$ cat src/rtl/fb_fill_ctrl.sv
// rtl/fb_fill_ctrl.sv - rectangle/clear fill engine driving a framebuffer write port
//
// Accepts CLEAR or RECT commands, clips the rectangle to the framebuffer and
// emits one pixel write per enabled cycle in raster order (x fastest).
//
// Ports:
//   clk, rst                      clock, synchronous active-high reset
//   cmd_valid/cmd_ready           command handshake (ready only when idle)
//   cmd_op                        1=CLEAR, 2=RECT, 0/3 invalid (completes with no writes)
//   cmd_x/cmd_y/cmd_w/cmd_h       rectangle origin and size (unused for CLEAR)
//   cmd_color                     fill color
//   vblank                        write gate when VBLANK_ONLY=1
//   busy, done                    not-idle flag, one-cycle completion pulse
//   fb_we/fb_x/fb_y/fb_color      framebuffer write port
module fb_fill_ctrl #(
  parameter int XY_BITW     = 16,
  parameter int WIDTH       = 100,
  parameter int HEIGHT      = 100,
  parameter int COLORW      = 3,
  parameter int VBLANK_ONLY = 0
) (
  input  logic               clk,
  input  logic               rst,
  input  logic               cmd_valid,
  output logic               cmd_ready,
  input  logic [1:0]         cmd_op,
  input  logic [XY_BITW-1:0] cmd_x,
  input  logic [XY_BITW-1:0] cmd_y,
  input  logic [XY_BITW-1:0] cmd_w,
  input  logic [XY_BITW-1:0] cmd_h,
  input  logic [COLORW-1:0]  cmd_color,
  input  logic               vblank,
  output logic               busy,
  output logic               done,
  output logic               fb_we,
  output logic [XY_BITW-1:0] fb_x,
  output logic [XY_BITW-1:0] fb_y,
  output logic [COLORW-1:0]  fb_color
);

  localparam int XW1 = XY_BITW + 1;

  localparam logic [1:0] S_IDLE = 2'd0;
  localparam logic [1:0] S_FILL = 2'd1;
  localparam logic [1:0] S_DONE = 2'd2;

  // Extents are kept one bit wider so that x+w never wraps.
  localparam logic [XY_BITW:0]   LP_W    = XW1'(WIDTH);
  localparam logic [XY_BITW:0]   LP_H    = XW1'(HEIGHT);
  localparam logic [XY_BITW:0]   LP_ONE1 = XW1'(1);
  localparam logic [XY_BITW-1:0] LP_ONE  = XY_BITW'(1);

  logic [1:0]         r_state;
  logic [XY_BITW-1:0] r_x;
  logic [XY_BITW-1:0] r_y;
  logic [XY_BITW-1:0] r_x0;
  logic [XY_BITW:0]   r_xend;
  logic [XY_BITW:0]   r_yend;
  logic [COLORW-1:0]  r_color;

  logic               w_is_clear;
  logic               w_is_rect;
  logic [XY_BITW-1:0] w_x0;
  logic [XY_BITW-1:0] w_y0;
  logic [XY_BITW:0]   w_xsum;
  logic [XY_BITW:0]   w_ysum;
  logic [XY_BITW:0]   w_xend;
  logic [XY_BITW:0]   w_yend;
  logic               w_empty;
  logic               w_en;
  logic               w_x_last;
  logic               w_y_last;

  // Command decode and clipping, evaluated against the live cmd_* inputs.
  always_comb begin
    w_is_clear = (cmd_op == 2'd1);
    w_is_rect  = (cmd_op == 2'd2);
    w_xsum     = {1'b0, cmd_x} + {1'b0, cmd_w};
    w_ysum     = {1'b0, cmd_y} + {1'b0, cmd_h};
    if (w_is_clear) begin
      w_x0   = '0;
      w_y0   = '0;
      w_xend = LP_W;
      w_yend = LP_H;
    end else begin
      w_x0   = cmd_x;
      w_y0   = cmd_y;
      w_xend = (w_xsum > LP_W) ? LP_W : w_xsum;
      w_yend = (w_ysum > LP_H) ? LP_H : w_ysum;
    end
    // An origin at or beyond the clipped end covers zero size and off-screen origins alike.
    w_empty = !(w_is_clear || w_is_rect) ||
              (w_xend <= {1'b0, w_x0}) ||
              (w_yend <= {1'b0, w_y0});
  end

  assign w_en     = (VBLANK_ONLY == 0) || vblank;
  assign w_x_last = (({1'b0, r_x} + LP_ONE1) == r_xend);
  assign w_y_last = (({1'b0, r_y} + LP_ONE1) == r_yend);

  always_ff @(posedge clk) begin
    if (rst) begin
      r_state <= S_IDLE;
      r_x     <= '0;
      r_y     <= '0;
      r_x0    <= '0;
      r_xend  <= '0;
      r_yend  <= '0;
      r_color <= '0;
    end else begin
      case (r_state)
        S_IDLE: begin
          if (cmd_valid) begin
            if (w_empty) begin
              r_state <= S_DONE;
            end else begin
              r_state <= S_FILL;
              r_x     <= w_x0;
              r_y     <= w_y0;
              r_x0    <= w_x0;
              r_xend  <= w_xend;
              r_yend  <= w_yend;
              r_color <= cmd_color;
            end
          end
        end
        S_FILL: begin
          // Counters only move on cycles where a write is actually issued.
          if (w_en) begin
            if (w_x_last) begin
              if (w_y_last) begin
                r_state <= S_DONE;
              end else begin
                r_x <= r_x0;
                r_y <= r_y + LP_ONE;
              end
            end else begin
              r_x <= r_x + LP_ONE;
            end
          end
        end
        S_DONE: begin
          r_state <= S_IDLE;
        end
        default: begin
          r_state <= S_IDLE;
        end
      endcase
    end
  end

  assign cmd_ready = (r_state == S_IDLE);
  assign busy      = (r_state != S_IDLE);
  assign done      = (r_state == S_DONE);
  assign fb_we     = (r_state == S_FILL) && w_en;
  assign fb_x      = r_x;
  assign fb_y      = r_y;
  assign fb_color  = r_color;

endmodule

$ cat config.mk
export PLATFORM = sky130hd
export DESIGN_NAME = fb_fill_ctrl
export DESIGN_NICKNAME = d
export VERILOG_FILES = /design/src/rtl/fb_fill_ctrl.sv
export SDC_FILE = /design/constraint.sdc
export NUM_CORES = 1
export LEC_CHECK = 0
export BUFFER_PORTS_ARGS = -buffer_cell sky130_fd_sc_hd__buf_2
export CAP_MARGIN = 25
export CORE_ASPECT_RATIO = 1.5
export CORE_MARGIN = 8
export CORE_UTILIZATION = 30
export CTS_CLUSTER_SIZE = 10
export DETAILED_ROUTE_END_ITERATION = 12
export MAX_ROUTING_LAYER = met4
export REMOVE_ABC_BUFFERS = 1
export SLEW_MARGIN = 20
export SYNTH_ARGS = -nofsm -noshare
export SYNTH_HDL_FRONTEND = slang
export SYNTH_SLANG_ARGS = --single-unit
export TNS_END_PERCENT = 10
$ cat constraint.sdc
create_clock -name clk -period 5.4 [get_ports clk]
set_input_delay 0.27 -clock clk [delete_from_list [all_inputs] [get_ports clk]]
set_output_delay 0.27 -clock clk [all_outputs]
set_load 0.01 [all_outputs]
======== Word level (Yosys, flattened, before mapping) ========
Cells that the tools add are included.
storage, ports and cells
  bits in registers ....................... 87
  word-level logic and storage cells ...... 62
operators by class
  add/subtract/negate cells ............... 6
  order comparisons ....................... 4
  equal/unequal tests ..................... 12
  muxes and demuxes ....................... 21
  bitwise gates (word level) .............. 1
  reductions and logical operators ........ 11
operators with widths
  cell                   count
  $mux 16                10
  $mux 17                4
  $pmux 16 s2            2
  $add 16x1->17 const B  2
  $add 16x16->17         2
  $eq 17x17->1           2
  $gt 17x7->1 const B    2
  $le 17x16->1           2
  $add 16x1->16 const B  2
  $mux 2                 4
  $ne 2x2->1 const B     3
  $reduce_and 3->1       2
  $reduce_and 5->1       1
  $eq 2x1->1 const B     2
  $eq 2x2->1 const B     2
  $ne 2x1->1 const B     2
  $pmux 2 s2             1
  $reduce_and 4->1       1
  $reduce_bool 2->1      2
  $logic_or 1x1->1       3
  $ne 3x3->1 const B     1
  $logic_not 2->1        1
  $logic_not 1->1        1
  $not 1->1              1

======== Depth between registers and ports, before layout ========
Gate-level depths: netlist (run 1).
  depth in word-level cells ............... 10
  gate-level depth with buffers ........... 22
  gate-level depth less buffers ........... 20

======== Worst setup path after synthesis (run 1) ========
Ideal clock, no wire load.
  path type ............................... input to register
  start point ............................. input cmd_x[0]
  end point ............................... register r_yend[0]
  data arrival time ....................... 5574 ps
  slack ................................... -249 ps
  stages on the path ...................... 20
  path buffers ............................ 1
  cells stage by stage .................... ha_1 -> fa_1 -> a21oi_1 -> o21ai_0 -> a2111oi_0 -> nor3_1 -> xnor2_1 -> o2111ai_1 -> a2111oi_0 -> clkbuf_1 -> nand2_1 -> ha_1 -> nand4_1 -> or3_1 -> o21ai_0 -> o21ai_0 -> o31ai_2 -> nand2_1 -> or4b_2 -> o21ai_0
between the ends
  word-level cells in the longest chain between the ends .. 9
  elaborated cells between the ends (all ways) .. 10
ends and longest elaborated chain
  item                                   RTL line  text
  start, declared                        27        input logic [XY_BITW-1:0] cmd_x,
  $add 16x16->17 (*)                     78        w_xsum = {1'b0, cmd_x} + {1'b0, cmd_w};
  $gt 17x7->1                            88        w_xend = (w_xsum > LP_W) ? LP_W : w_xsum;
  $mux 17 (*)                            88
  $mux 17 (*)                            80        if (w_is_clear) begin
  net w_xend[6]                          67        logic [XY_BITW:0] w_xend;
  $le 17x16->1 (*)                       93        (w_xend <= {1'b0, w_x0}) ||
  $logic_or 1x1->1 (*)                   92        w_empty = !(w_is_clear || w_is_rect) ||
  $logic_or 1x1->1 (*)                   93
  $not 1->1 (no source line) (*)         --
  $reduce_and 3->1 (no source line) (*)  --
  end signal, assigned                   122       r_yend <= w_yend;
  end, declared                          58        logic [XY_BITW:0] r_yend;
The timed path passes the listed nets; every way through them passes the cells marked *.
A chain may end at the register's enable or synchronous reset.

======== Worst setup path in the final report (run 1) ========
Same ends and word-level chain as after synthesis.

==> run metrics, run 1 <==
register area share after synthesis 21.8%; wl on met1 roughly 11 mm; most common cell after layout, fill and taps aside buf_2; Initial Utilization between 30% and 40%; mux contribution to synthesized area 1.44%; worst r2r path cells 10; cell mode on critical path o21ai_0; Placed Area 8940 sq um; RSZ-0062 raised after global routing no; Clk Latency, worst-skew pair between 0.3 and 0.4 ns; Met3 Routed Length 764 um; synthesized area 7990 sq um; number of global-route vias before repair roughly 8000; Post-DRT Antenna Nets 0; gr usage total 16.9%; CTS tree done; max incr delay on CP ~0.67 ns; drt pass-1 iters 5; Hold Violations, Final 0; Rows 73; max_cap viols 0; Post-synth EDFFs 0; Worst Skew ~0.0085 ns; clk sink count 87; Reg clk slew, reported paths 0.07 ns; fmax 203 MHz; CTS Hold Bufs 0; initial antenna violation count 0; pre-CTS setup slack -0.183 ns; largest family of logic cells by synthesized area compound AO/OA/AOI/OAI gates; area leader, netlist dfxtp_1; Boundary Pins 112; met2 wire len 13.8 mm; post-synthesis cell count 1051; Slew HR 32.1%; #FFs+latches synth 87; number of distinct library cells after synthesis 79; Worst EP required between 5 and 6 ns; drt wl/cell 18.1 um; Worst setup SP type input pin; H-tree depth 3; Antenna diodes 0; status complete, no violations; CTS resizes 0; Num CTS Buffers 9; main area contributors after synthesis dfxtp_1 (22%), ha_1 (10%), a21oi_1 (4.6%), nand2_1 (4.4%), xnor2_1 (4.4%); Crit path depth 21; chip height 216 um; area growth from synthesis to layout 16.0%; die area 32200 sq um; Layout fillers 2809; final net count 1286; fin area 9270 sq um; post-synthesis xor/xnor area fraction 7.12%; adder-cell area share of the yosys netlist 11.1%; CTS root buf clkbuf_16; simple-gate share of the synthesized area around 26%; Crit-path slowest cell or4b_2; crit path kind in2reg; Setup crit end kind register; delay-heaviest family, CP compound AO/OA/AOI/OAI gates; commonest cells after routing, fill and taps aside buf_2 (110), nand2_1 (93), dfxtp_1 (87); largest net degree at the start of global routing 51; fraction of layout instances using a drive strength above 1 15.1%; Worst Path Buf+Inv 2; Die W 149 um; VDD IR max 136 uV; leak pwr 3.65 nW; Primary FF master, synth dfxtp_1; hpwl dp 21.7 mm; Pwr per Cell Area 220 nW/um^2; Final Core Density between 30% and 40%; ys async rst share 0%; Starting DRT DRC Count 554; hold_ws approximately 0.14 ns; post-synthesis compound-gate area fraction 27.7%; # port buffers 110; Final WS setup 0.469 ns; vias post-DR slightly above 8000; Final setup viols 0; RePlAce Congestion 0.941; fin crit share 91.3%; grt ovf 0; Warnings, synthesis 0; highest routed metal layer met4; Final Critical Period about 4.9 ns; worst hold path type in2reg; crit-path cells buf_2 -> ha_1 -> fa_1 -> a21oi_2 -> o21ai_1 -> a2111oi_1 -> nor3_1 -> xnor2_1 -> o2111ai_1 -> a2111oi_2 -> buf_4 -> nand2_1 -> ha_1 -> nand4_1 -> or3_1 -> o21ai_0 -> o21ai_0 -> o31ai_2 -> nand2_2 -> or4b_2 -> o21ai_0; Clock Tree Buf Depth 2; drt total wl 26.9 mm; Avg Cell Area, Syn 7.60 sq um; core box area 26400 sq um; share of Yosys cell area claimed by the top area cell type 21.8%; via/cell ratio 5.58; Max Slew Vio Count 0; crit path max fanout 9; hold path depth 3; first-pass GRT wire length 42.9 mm; DRC viols 0; worst slew pin tran 1.02 ns; critical path arrival 5.22 ns; Post-CTS Setup Bufs 0
kinds of logic (layout without fill, tap and decap cells):
family          count (synthesis)  after routing
xor+xnor                       60             60
mux                            11             11
buf+inv                       101            182
fa+ha+maj                      70             70
flops                          87             87
other cells                     1             18
compound gates                332            332
simple gates                  389            389
Yosys cell counts, drive strengths merged (4+ instances only):
master    n
o22ai    15
nand2    94
mux2i     7
a32o      4
o21a     20
a21oi    74
o2111ai   6
nor4     14
a311oi   16
a2111oi   5
nor3     36
and3      9
mux2      4
clkbuf   45
a221oi    4
a32oi     4
o31a      5
dfxtp    87
and2     25
buf      21
a21o      6
o211ai   16
or3       5
or4       5
o31ai     5
o21bai    6
nor4b     4
a211oi   24
or2       5
nand3    46
nor2     68
xor2     17
a211o     4
nand4    23
ha       67
nor2b    10
nand2b   21
xnor2    40
and4     11
inv      35
o21ai    70
a31oi    22
path summary, 6_finish.rpt:
kind / from / endpoint / slack (ns)
setup / recovery: cmd_x[0] / r_yend[0]$_SDFFE_PP0P_ / 0.47
hold / removal: cmd_color[2] / fb_color[2]$_SDFFE_PP0P_ / 0.14
setup reg to reg: fb_x[0]$_SDFFE_PP0P_ / fb_x[12]$_SDFFE_PP0P_ / 1.09
hold reg to reg: fb_color[2]$_SDFFE_PP0P_ / fb_color[2]$_SDFFE_PP0P_ / 0.46
area by class of cell:
class                   count  area [sq um]  area share (%)
clock buffers              11           233            2.51
well taps                 337           422            4.55
clock inverters             5          82.6           0.891
multi-input cells         880          5920            63.9
repair buffers            131           733            7.91
inverters                  35           131            1.42
flip-flops and latches     87          1740            18.8
per-stage QoR:
stage	TNS (ns)	instances	total power [W]
6_report	0	1486	0.00204
5_1_grt	0	1486	0.00215
4_1_cts	0	1486	0.00205
3_5_place_dp	-1.06	1470	0.00136
3_3_place_gp	-0.0358	1470	0.00136
2_1_floorplan	-172.50	1002	0.00113
tightest hold or removal path: stages:
cell	delay [ns]
buf_2	0.09
nand2_1	0.04
a21oi_1	0.05
power breakdown:
group / switching, W / leakage [nW] / internal (W)
clock network: 0.000276 / 0.142 / 0.000406
logic: 0.000371 / 2.80 / 0.000257
registers: 0.0000617 / 0.704 / 0.000666
routing by layer:
layer	up-vias	global-route usage, %
met2	189	29.2
li1	4132	-
met5	-	-
met4	0	7.63
met1	3908	19.1
met3	58	1.97
state kept, by name, indices dropped and copies added (netlist names):
register,count
fb_color,3
r_state,2
fb_x,16
r_x0,16
fb_y,16
r_xend,17
r_yend,17
No activity file was read; power rests on OpenSTA's default activity.
==> inputs of run 2 (changes only) <==
- GPL_TIMING_DRIVEN: unset -> 0
- REMOVE_ABC_BUFFERS: 1 -> unset
==> run metrics, run 2 (same netlist as run 1, synthesis figures left out) <==
wl on met1 11.4 mm (about the same); Worst Path Buf+Inv 2 (unchanged); drt total wl 29.9 mm (was 26.9 mm); Initial Utilization 30.3% (unchanged); Clock Tree Buf Depth 2 (unchanged); Boundary Pins 112 (unchanged); crit path kind in2reg (unchanged); Final Critical Period 5.17 ns (was 4.93 ns); Final setup viols 0 (unchanged); vias post-DR 8752 (was 8287); Num CTS Buffers 9 (unchanged); gr usage total 18.8% (was 16.9%); Worst EP required 5.68 ns (was 5.69 ns); number of global-route vias before repair 8682 (was 8011); Die W 149 um (unchanged); top flop regs r_xend (17), r_yend (17) (unchanged); commonest cells after routing, fill and taps aside buf_2 (121), nand2_1 (93), dfxtp_1 (87) (was buf_2 (110), nand2_1 (93), dfxtp_1 (87)); Setup crit end kind register (unchanged); via/cell ratio 5.70 (was 5.58); Pwr Total 0.00214 W (was 0.00204 W); Pwr per Cell Area 225 nW/um^2 (was 220 nW/um^2); Post-DRT Antenna Nets 0 (unchanged); drt wl/cell 19.5 um (was 18.1 um); Antenna diodes 0 (unchanged); first-pass GRT wire length 46.4 mm (was 42.9 mm); initial antenna violation count 0 (unchanged); max_cap viols 0 (unchanged); largest net degree at the start of global routing 15 (was 51); worst slew pin tran 0.949 ns (was 1.02 ns); Starting DRT DRC Count 578 (was 554); drt pass-1 iters 8 (was 5); grt ovf 0 (unchanged); Clk Latency, worst-skew pair 0.37 ns (was 0.36 ns); met2 wire len 15.3 mm (was 13.8 mm); worst hold path type in2reg (unchanged); RePlAce Congestion 0.936 (was 0.941); hpwl dp 24.3 mm (was 21.7 mm); most common cell after layout, fill and taps aside buf_2 (unchanged); Crit-path slowest cell or4b_2 (unchanged); DRC viols 0 (unchanged); critical path arrival 5.45 ns (was 5.22 ns); VDD IR max 157 uV (was 136 uV); hold_ws 0.154 ns (was 0.144 ns); status complete, no violations (unchanged); Hold Violations, Final 0 (unchanged); max incr delay on CP 0.67 ns (about the same); Rows 73 (unchanged); fin crit share 95.8% (was 91.3%); clk sink count 87 (unchanged); fmax 193 MHz (was 203 MHz); chip height 216 um (unchanged); Slew HR 35.8% (was 32.1%); leak pwr 3.76 nW (was 3.65 nW); Reg clk slew, reported paths 0.06 ns (was 0.07 ns); Worst setup SP type input pin (unchanged); fraction of layout instances using a drive strength above 1 15.5% (was 15.1%); H-tree depth 3 (unchanged); core box area 26400 sq um (unchanged); # port buffers 109 (was 110); Placed Area 9030 sq um (was 8940 sq um); Layout fillers 2822 (was 2809); CTS root buf clkbuf_16 (unchanged); CTS tree done (unchanged); area growth from synthesis to layout 18.9% (was 16.0%); die area 32200 sq um (unchanged); Worst Skew 0.0198 ns (was 0.00851 ns); crit path max fanout 10 (was 9); highest routed metal layer met4 (unchanged); fin area 9500 sq um (was 9270 sq um); Met3 Routed Length 1.42 mm (was 764 um); final net count 1336 (was 1286); crit-path cells buf_2 -> ha_1 -> fa_1 -> a21oi_1 -> o21ai_0 -> a2111oi_1 -> nor3_1 -> xnor2_1 -> o2111ai_1 -> a2111oi_4 -> clkbuf_4 -> nand2_1 -> ha_1 -> nand4_1 -> or3_1 -> o21ai_1 -> o21ai_2 -> o31ai_4 -> nand2_1 -> or4b_2 -> o21ai_0 (was buf_2 -> ha_1 -> fa_1 -> a21oi_2 -> o21ai_1 -> a2111oi_1 -> nor3_1 -> xnor2_1 -> o2111ai_1 -> a2111oi_2 -> buf_4 -> nand2_1 -> ha_1 -> nand4_1 -> or3_1 -> o21ai_0 -> o21ai_0 -> o31ai_2 -> nand2_2 -> or4b_2 -> o21ai_0); delay-heaviest family, CP compound AO/OA/AOI/OAI gates (unchanged); Max Slew Vio Count 0 (unchanged)
[run 2: cell types whose count changed in the layout (fill, tap and decap cells not counted), sizes merged]
cell and delta:
clkbuf +42, bufinv +1, buf +7, clkinv +2, clkinvlp -2
[run 2: routing by layer]
metal | track usage (%) | vias to the layer above
met5 | - | -
met4 | 11.8 | 0
met3 | 2.22 | 90
met2 | 33.3 | 319
met1 | 19.3 | 4119
li1 | - | 4224
[run 2: worst paths after layout]
check / cells after the start / slack (ns) / end / startpoint
setup / recovery: 21 / 0.23 / r_yend[4]$_SDFFE_PP0P_ / cmd_x[0]
hold / removal: 3 / 0.15 / fb_color[1]$_SDFFE_PP0P_ / cmd_color[1]
setup reg to reg: 10 / 0.97 / fb_x[8]$_SDFFE_PP0P_ / fb_x[1]$_SDFFE_PP0P_
hold reg to reg: 2 / 0.45 / fb_color[1]$_SDFFE_PP0P_ / fb_color[1]$_SDFFE_PP0P_
[run 2: timing repair]
item | in CTS | in global routing
setup endpoints to repair | 85 | 78
buffers inserted | 3 | 3
hold buffers | 0 | 0
pin swaps | 2 | 1
gates resized for setup | 15 | 16
[run 2: per-stage QoR]
step	setup TNS (ns)	worst slack, ns	std cells	util (%)
after floorplan	0	0.0356	1068	-
after global placement	-111.33	-1.69	1514	34.2
after detailed placement	-113.69	-1.70	1514	34.2
after CTS	0	0.0272	1533	35.8
after global routing	-0.0394	-0.0142	1536	36.0
final	0	0.225	1536	36.0
[run 2: final cells by class]
cell class	instances	area [sq um]	share of cell area [%]
sequential	87	1740	18.3
clock buffer	10	239	2.51
tap	337	422	4.44
clock inverter	6	108	1.13
inverter	35	131	1.38
multi-input combinational	880	5970	62.8
buffer	66	299	3.15
timing repair buffer	115	591	6.21
[run 2: where the power goes]
group / switching, W / internal (W)
Sequential: 0.0000303 / 0.000666
Clock: 0.000278 / 0.000463
Combinational: 0.000433 / 0.000266
[run 2: worst reg2reg max path: stages, from the launching register on]
cell	delay [ns]
dfxtp_1	0.59
ha_1	0.35
nand4_1	0.34
nor3_1	0.71
o22ai_1	0.18
a311o_1	0.32
nor4_2	0.59
buf_2	0.33
a211oi_1	0.10
a311oi_1	0.62
a21oi_1	0.16
